[src/rtl/popcount_frame_accum.sv]
// Frame accumulator for per-vector popcounts: sums clamped counts over up to
// FRAME_LEN vectors and presents total, count and threshold flag on a valid/ready register.
module popcount_frame_accum #(
  parameter int DATA_W    = 10,
  parameter int POS_W     = $clog2(DATA_W),
  parameter int FRAME_LEN = 16,
  parameter int CNT_W     = $clog2(FRAME_LEN + 1),
  parameter int ACC_W     = $clog2(DATA_W * FRAME_LEN + 1)
) (
  input  logic             clk,
  input  logic             rst,
  input  logic             in_valid,
  output logic             in_ready,
  input  logic [POS_W:0]   in_sum,
  input  logic             flush,
  input  logic [ACC_W-1:0] thresh,
  output logic             out_valid,
  input  logic             out_ready,
  output logic [ACC_W-1:0] out_total,
  output logic [CNT_W-1:0] out_count,
  output logic             out_over,
  output logic             err_range
);

  typedef enum logic [0:0] {
    ACCUM = 1'b0,
    HOLD  = 1'b1
  } state_t;

  localparam logic [POS_W:0]   DATA_MAX = (POS_W + 1)'(DATA_W);
  localparam logic [CNT_W-1:0] LAST_CNT = CNT_W'(FRAME_LEN - 1);

  function automatic logic [ACC_W-1:0] clamp_sum(input logic [POS_W:0] x);
    logic [ACC_W-1:0] r;
    if (x > DATA_MAX) begin
      r = ACC_W'(DATA_W);
    end else begin
      r = ACC_W'(x);
    end
    return r;
  endfunction

  state_t           state_r, state_s;
  logic [ACC_W-1:0] acc_r, acc_s;
  logic [CNT_W-1:0] cnt_r, cnt_s;
  logic             out_valid_r, out_valid_s;
  logic [ACC_W-1:0] out_total_r, out_total_s;
  logic [CNT_W-1:0] out_count_r, out_count_s;
  logic             out_over_r, out_over_s;
  logic             err_range_r, err_range_s;

  logic             beat_s;
  logic             close_s;
  logic [ACC_W-1:0] sum_s;
  logic [CNT_W-1:0] cnt_sum_s;

  assign in_ready  = (state_r == ACCUM);
  assign out_valid = out_valid_r;
  assign out_total = out_total_r;
  assign out_count = out_count_r;
  assign out_over  = out_over_r;
  assign err_range = err_range_r;

  // Datapath terms for the current cycle, including this cycle's beat if any.
  always_comb begin
    beat_s    = in_valid && in_ready;
    sum_s     = acc_r;
    cnt_sum_s = cnt_r;
    if (beat_s) begin
      sum_s     = acc_r + clamp_sum(in_sum);
      cnt_sum_s = cnt_r + {{(CNT_W - 1){1'b0}}, 1'b1};
    end else begin
      sum_s     = acc_r;
      cnt_sum_s = cnt_r;
    end
    // An empty frame is never closed, so flush needs a stored or incoming beat.
    close_s = (beat_s && (cnt_r == LAST_CNT)) ||
              (flush && in_ready && ((cnt_r != {CNT_W{1'b0}}) || beat_s));
  end

  // Next-state and next-output selection.
  always_comb begin
    state_s     = state_r;
    acc_s       = acc_r;
    cnt_s       = cnt_r;
    out_valid_s = out_valid_r;
    out_total_s = out_total_r;
    out_count_s = out_count_r;
    out_over_s  = out_over_r;
    err_range_s = err_range_r;

    if (beat_s && (in_sum > DATA_MAX)) begin
      err_range_s = 1'b1;
    end else begin
      err_range_s = err_range_r;
    end

    case (state_r)
      ACCUM: begin
        if (close_s) begin
          out_total_s = sum_s;
          out_count_s = cnt_sum_s;
          out_over_s  = (sum_s >= thresh);
          out_valid_s = 1'b1;
          acc_s       = {ACC_W{1'b0}};
          cnt_s       = {CNT_W{1'b0}};
          state_s     = HOLD;
        end else begin
          acc_s = sum_s;
          cnt_s = cnt_sum_s;
        end
      end
      HOLD: begin
        if (out_ready) begin
          out_valid_s = 1'b0;
          state_s     = ACCUM;
        end else begin
          out_valid_s = 1'b1;
          state_s     = HOLD;
        end
      end
      default: begin
        state_s     = ACCUM;
        out_valid_s = 1'b0;
        acc_s       = {ACC_W{1'b0}};
        cnt_s       = {CNT_W{1'b0}};
      end
    endcase
  end

  // State and output registers; reset discards any partial frame.
  always_ff @(posedge clk) begin
    if (rst) begin
      state_r     <= ACCUM;
      acc_r       <= {ACC_W{1'b0}};
      cnt_r       <= {CNT_W{1'b0}};
      out_valid_r <= 1'b0;
      out_total_r <= {ACC_W{1'b0}};
      out_count_r <= {CNT_W{1'b0}};
      out_over_r  <= 1'b0;
      err_range_r <= 1'b0;
    end else begin
      state_r     <= state_s;
      acc_r       <= acc_s;
      cnt_r       <= cnt_s;
      out_valid_r <= out_valid_s;
      out_total_r <= out_total_s;
      out_count_r <= out_count_s;
      out_over_r  <= out_over_s;
      err_range_r <= err_range_s;
    end
  end

endmodule

[config.mk]
export PLATFORM = sky130hd
export DESIGN_NAME = popcount_frame_accum
export DESIGN_NICKNAME = d
export VERILOG_FILES = /design/src/rtl/popcount_frame_accum.sv
export SDC_FILE = /design/constraint.sdc
export NUM_CORES = 1
export LEC_CHECK = 0
export ABC_AREA = 1
export CAP_MARGIN = 20
export CORE_MARGIN = 3
export CORE_UTILIZATION = 47
export DETAILED_ROUTE_END_ITERATION = 8
export PLACE_DENSITY = 0.79
export SYNTH_ARGS = -nofsm -noshare
export SYNTH_HDL_FRONTEND = slang
export SYNTH_SLANG_ARGS = --single-unit
[constraint.sdc]
create_clock -name clk -period 3.25 [get_ports clk]
set_input_delay 0.975 -clock clk [delete_from_list [all_inputs] [get_ports clk]]
set_output_delay 0.975 -clock clk [all_outputs]
set_load 0.05 [all_outputs]
Word level (Yosys, flattened, before mapping)
Cells that the tools add are included.
Storage, ports and cells
  flip-flop bits (word level): 30
  bits of input ports: 18
  output and inout bits: 17
Operators by class
  $add $sub $neg: 2
  $lt $le $gt $ge: 2
  equal/unequal tests: 2
  multiplexer cells: 11
  bitwise operators: 1
  reduce and logical (&&, ||, !) cells: 9
Operators by type and width (number)
  8-bit two-way mux: 3
  5-bit two-way mux: 3
  8-bit adder: 1
  8-bit greater-or-equal comparator: 1
  5-bit by 1-bit adder with 5-bit output (second input constant): 1
  5-bit by 4-bit == test with 1-bit output (second input constant): 1
  5-bit by 4-bit > comparator with 1-bit output (second input constant): 1
  1-bit logical AND: 5
  5-bit nonzero test: 1
  1-bit case mux with 2 select lines: 2
  1-bit two-way mux: 3
  1-bit logical OR: 2
  2-bit by 1-bit != test with 1-bit output (second input constant): 1
  2-bit AND reduction: 1
  1-bit NOT: 1

Depth between registers and ports, before layout
  depth after elaboration: 7
  depth in mapped cells: 22
  gate-level depth less buffers: 22

Least setup slack after synthesis
OpenSTA, ideal clock, no wires.
  kind: input -> register
  start point: in in_sum[3]
  end point: reg out_over_r, in the netlist out_over
  library setup time: 0.120 ns
  data arrival time: 3.157 ns
  setup slack: -0.027 ns
  stages: 20
  cell sequence: or2_2 > nand2_1 > inv_1 > nor2_1 > ha_1 > inv_1 > fa_1 > inv_1 > nand2_1 > nand2_1 > nand3_1 > nand2_1 > nand3_1 > nand2_1 > inv_1 > ha_1 > nand2_1 > o21ai_0 > a21oi_1 > a21oi_1
On the way
  cells in the longest elaborated chain, start to end: 6
RTL lines
  from (decl): line 14  | input logic [POS_W:0] in_sum,
  5-bit by 4-bit > comparator with 1-bit output: line 35  | if (x > DATA_MAX) begin
  5-bit two-way mux *: line 35
  8-bit two-way mux *: line 69  | if (beat_s) begin
  8-bit adder *: line 70  | sum_s = acc_r + clamp_sum(in_sum);
  8-bit two-way mux *: line 69
  named net sum_s[6]: line 54  | logic [ACC_W-1:0] sum_s;
  8-bit greater-or-equal comparator *: line 103  | out_over_s = (sum_s >= thresh);
  to (signal assigned): line 149  | out_over_r <= out_over_s;
  to (decl): line 49  | logic out_over_r, out_over_s;
The timed path passes the listed nets; every way through them passes the cells marked *. The select of a mux whose other input is x is not followed.
A chain may end at the register's enable or synchronous reset.

Worst setup path in the final report
Same ends and word-level chain as after synthesis.

==> flow_summary.json <==
{
  "outcome": "complete, no violations",
  "fin_ws_ns": 0.0512,
  "mostFrequentLayoutCell": "nand2_1",
  "n_antenna_cell": 0,
  "insertion_delay_ns": 0.28,
  "topRoutingLayerUsed": "met4",
  "antenna_left": 0,
  "min_path_type": "reg -> reg",
  "drt_iter0_drc": 77,
  "slew_headroom_pct": 64.6,
  "gp_congestion": 0.824,
  "multi_input_area_mm2": 0.00109,
  "max_cap_violations": 0,
  "pre_cts_slack_ns": -0.581,
  "worst-path-max-fanout": 2,
  "cts_sinks": 30,
  "drive_above_1_share_pct": 24.8,
  "layout_min_cycle_time_ns": 3.20,
  "ys_seq_area_share_pct": 32.4,
  "wl_met2_um": 2080,
  "dp.final_hpwl_um": 2730,
  "vias": 1759,
  "fill_cells": 322,
  "cts_buffers": 5,
  "cp_data_arrival_time_ns": 3.37,
  "rows": 22,
  "critPathRequiredTime_ns": 3.42,
  "crit_type": "in -> reg",
  "synth_edf_count": 0,
  "leakage_nw": 1.28,
  "crit_path_start_kind": "primary input",
  "worst_clock_skew_ns": 0.00324,
  "reg2regPathDepth": 16,
  "finalCritPeriodShare_pct": 98.4,
  "syn_nets": 292,
  "tns_ns": 0,
  "grt_pass1_vias": 1646,
  "end_kind": "register",
  "core-area_mm2": 0.00374,
  "cts_root_buffer": "clkbuf_8",
  "yosysWarnings": 0,
  "grt_pass1_wl_um": 6840,
  "met1_length_um": 1840,
  "final_cells": 371,
  "die_area_mm2": 0.00473,
  "synth_cell_types": 33,
  "slew_violations": 0,
  "io_buffers": 34,
  "ff_latch_area_um2": 601,
  "hold_viol_final": 0,
  "ys_async_sr_fraction_pct": 0,
  "start_util_pct": 49.5,
  "grt_max_degree": 19,
  "h-tree-depth": 2,
  "antenna_found_initial": 0,
  "io_pins": 35,
  "holdWs_ns": 0.475,
  "nets": 358,
  "die_h_um": 68.8,
  "post-route-drc-count": 0,
  "power-per-cell-area_mw_per_mm2": 467,
  "place_inst": 350,
  "wirelength_um": 4170,
  "drt_pass1_iterations": 4,
  "finalSetupViolations": 0,
  "synth_area_leaders": "dfxtp_1 (32%), nand2_1 (13%), ha_1 (11%)",
  "via_per_inst": 4.74,
  "holdPathStages": 1,
  "met3_length_um": 199,
  "synth_area_per_cell_um2": 7.21,
  "area_growth_pct": 41.1,
  "ys_seq_elements": 30,
  "ctsHoldBuffers": 0,
  "mappedNetlistArea_mm2": 0.00185,
  "grt_usage_pct": 19.4,
  "yosys.area.top_type": "dfxtp_1",
  "rsz0062_at_grt": "true",
  "cts_tree": "built",
  "fmax_ghz": 0.313,
  "worst_slew_pin_slew_ns": 0.531,
  "die_w_um": 68.8,
  "clockBufferDepth": 2,
  "ir_drop_v": 0.000224,
  "netlist_instances": 257,
  "final_util_pct": 69.8,
  "clk_pin_slew_worst_paths_ns": 0.06,
  "final_cell_mix": "nand2_1 (53), inv_1 (37), nor2_1 (33), dfxtp_1 (30), buf_4 (30)",
  "overflow": 0,
  "netlist.area_leader.share_pct": 32.4,
  "synth_ff_type": "dfxtp_1",
  "avgRoutedWirePerCell_um": 11.2
}
==> layer usage <==
layer	global-route usage, %	vias up
met5	0	-
met4	7.30	0
met3	5.83	7
met2	34.0	43
met1	22.1	777
li1	-	932
==> where the power goes <==
part           switching [W]  leakage, nW  internal (W)
Combinational       0.000256        0.978      0.000159
Clock               0.000140       0.0573      0.000245
Sequential         0.0000175        0.246      0.000403
Total               0.000414         1.28      0.000806
==> Yosys cell counts (2+ instances only) <==
cell type  number
a21oi_2         3
nor2_1         34
nand3_2         2
nand2_1        62
ha_1           16
xor2_1          3
o21ai_0        10
nand3_1        14
buf_6           2
inv_2           4
dfxtp_1        30
o21a_1          2
nor3_2          4
a21oi_1         6
inv_1          41
o21ai_1         2
nand3b_1        4
nand2_4         3
==> worst paths after layout <==
path	start	to	slack, ns
max	in_sum[3]	out_over$_SDFFE_PP0P_	0.05
min	err_range$_SDFFE_PP0P_	err_range$_SDFFE_PP0P_	0.47
max reg2reg	acc_r[0]$_SDFFE_PP0N_	out_over$_SDFFE_PP0P_	1.02
min reg2reg	err_range$_SDFFE_PP0P_	err_range$_SDFFE_PP0P_	0.47
==> sequential cells by signal, summed over array words and instances, names as in the netlist <==
name and count:
acc_r 8, out_count 5, err_range 1, out_over 1
out_total 8, cnt_r 5, state_r 1, out_valid 1
==> cells by family after synthesis <==
logic type,Yosys count,share of synthesized area [%]
other,1,0.202
AO/OA/AOI/OAI,25,8.64
buffers and inverters,52,12.6
AND/OR/NAND/NOR,129,32.8
XOR/XNOR,3,1.42
flip-flops,30,32.4
adder cells (fa/ha/maj),17,11.9
==> critical path: stages <==
cell             delay [ns]
clkdlybuf4s15_1        0.16
or2_4                  0.26
nand2_4                0.06
inv_2                  0.04
nor2_2                 0.09
ha_2                   0.19
inv_2                  0.04
fa_2                   0.36
inv_2                  0.06
nand2_2                0.05
nand2_2                0.07
nand3_2                0.08
nand2_2                0.11
nand3_2                0.11
nand2_4                0.10
inv_4                  0.04
ha_4                   0.22
nand2_2                0.07
o21ai_1                0.06
a21oi_1                0.14
a21oi_1                0.08
==> area by class of cell <==
type                       instances  area share [%]
multi-input combinational        175            41.8
tap                               48            2.30
sequential                        30            23.0
clock inverter                     1            1.15
timing repair buffer              65            21.8
inverter                          46            6.80
clock buffer                       6            3.16
==> through the flow <==
stage | instance area [µm²] | total power [W]
final | 2610 | 0.00122
after global routing | 2610 | 0.00129
after CTS | 2550 | 0.00122
after detailed placement | 2330 | 0.000823
after global placement | 2330 | 0.000818
after floorplan | 1860 | 0.000708
==> what timing repair did <==
action / in CTS / in global routing
pin swaps: 16 / 16
endpoints found under the hold margin: 0 / 0
gates resized for setup: 12 / 19
endpoints found under the setup margin: 1 / 2
buffers inserted: 13 / 2
(Power assumes the default switching activity.)
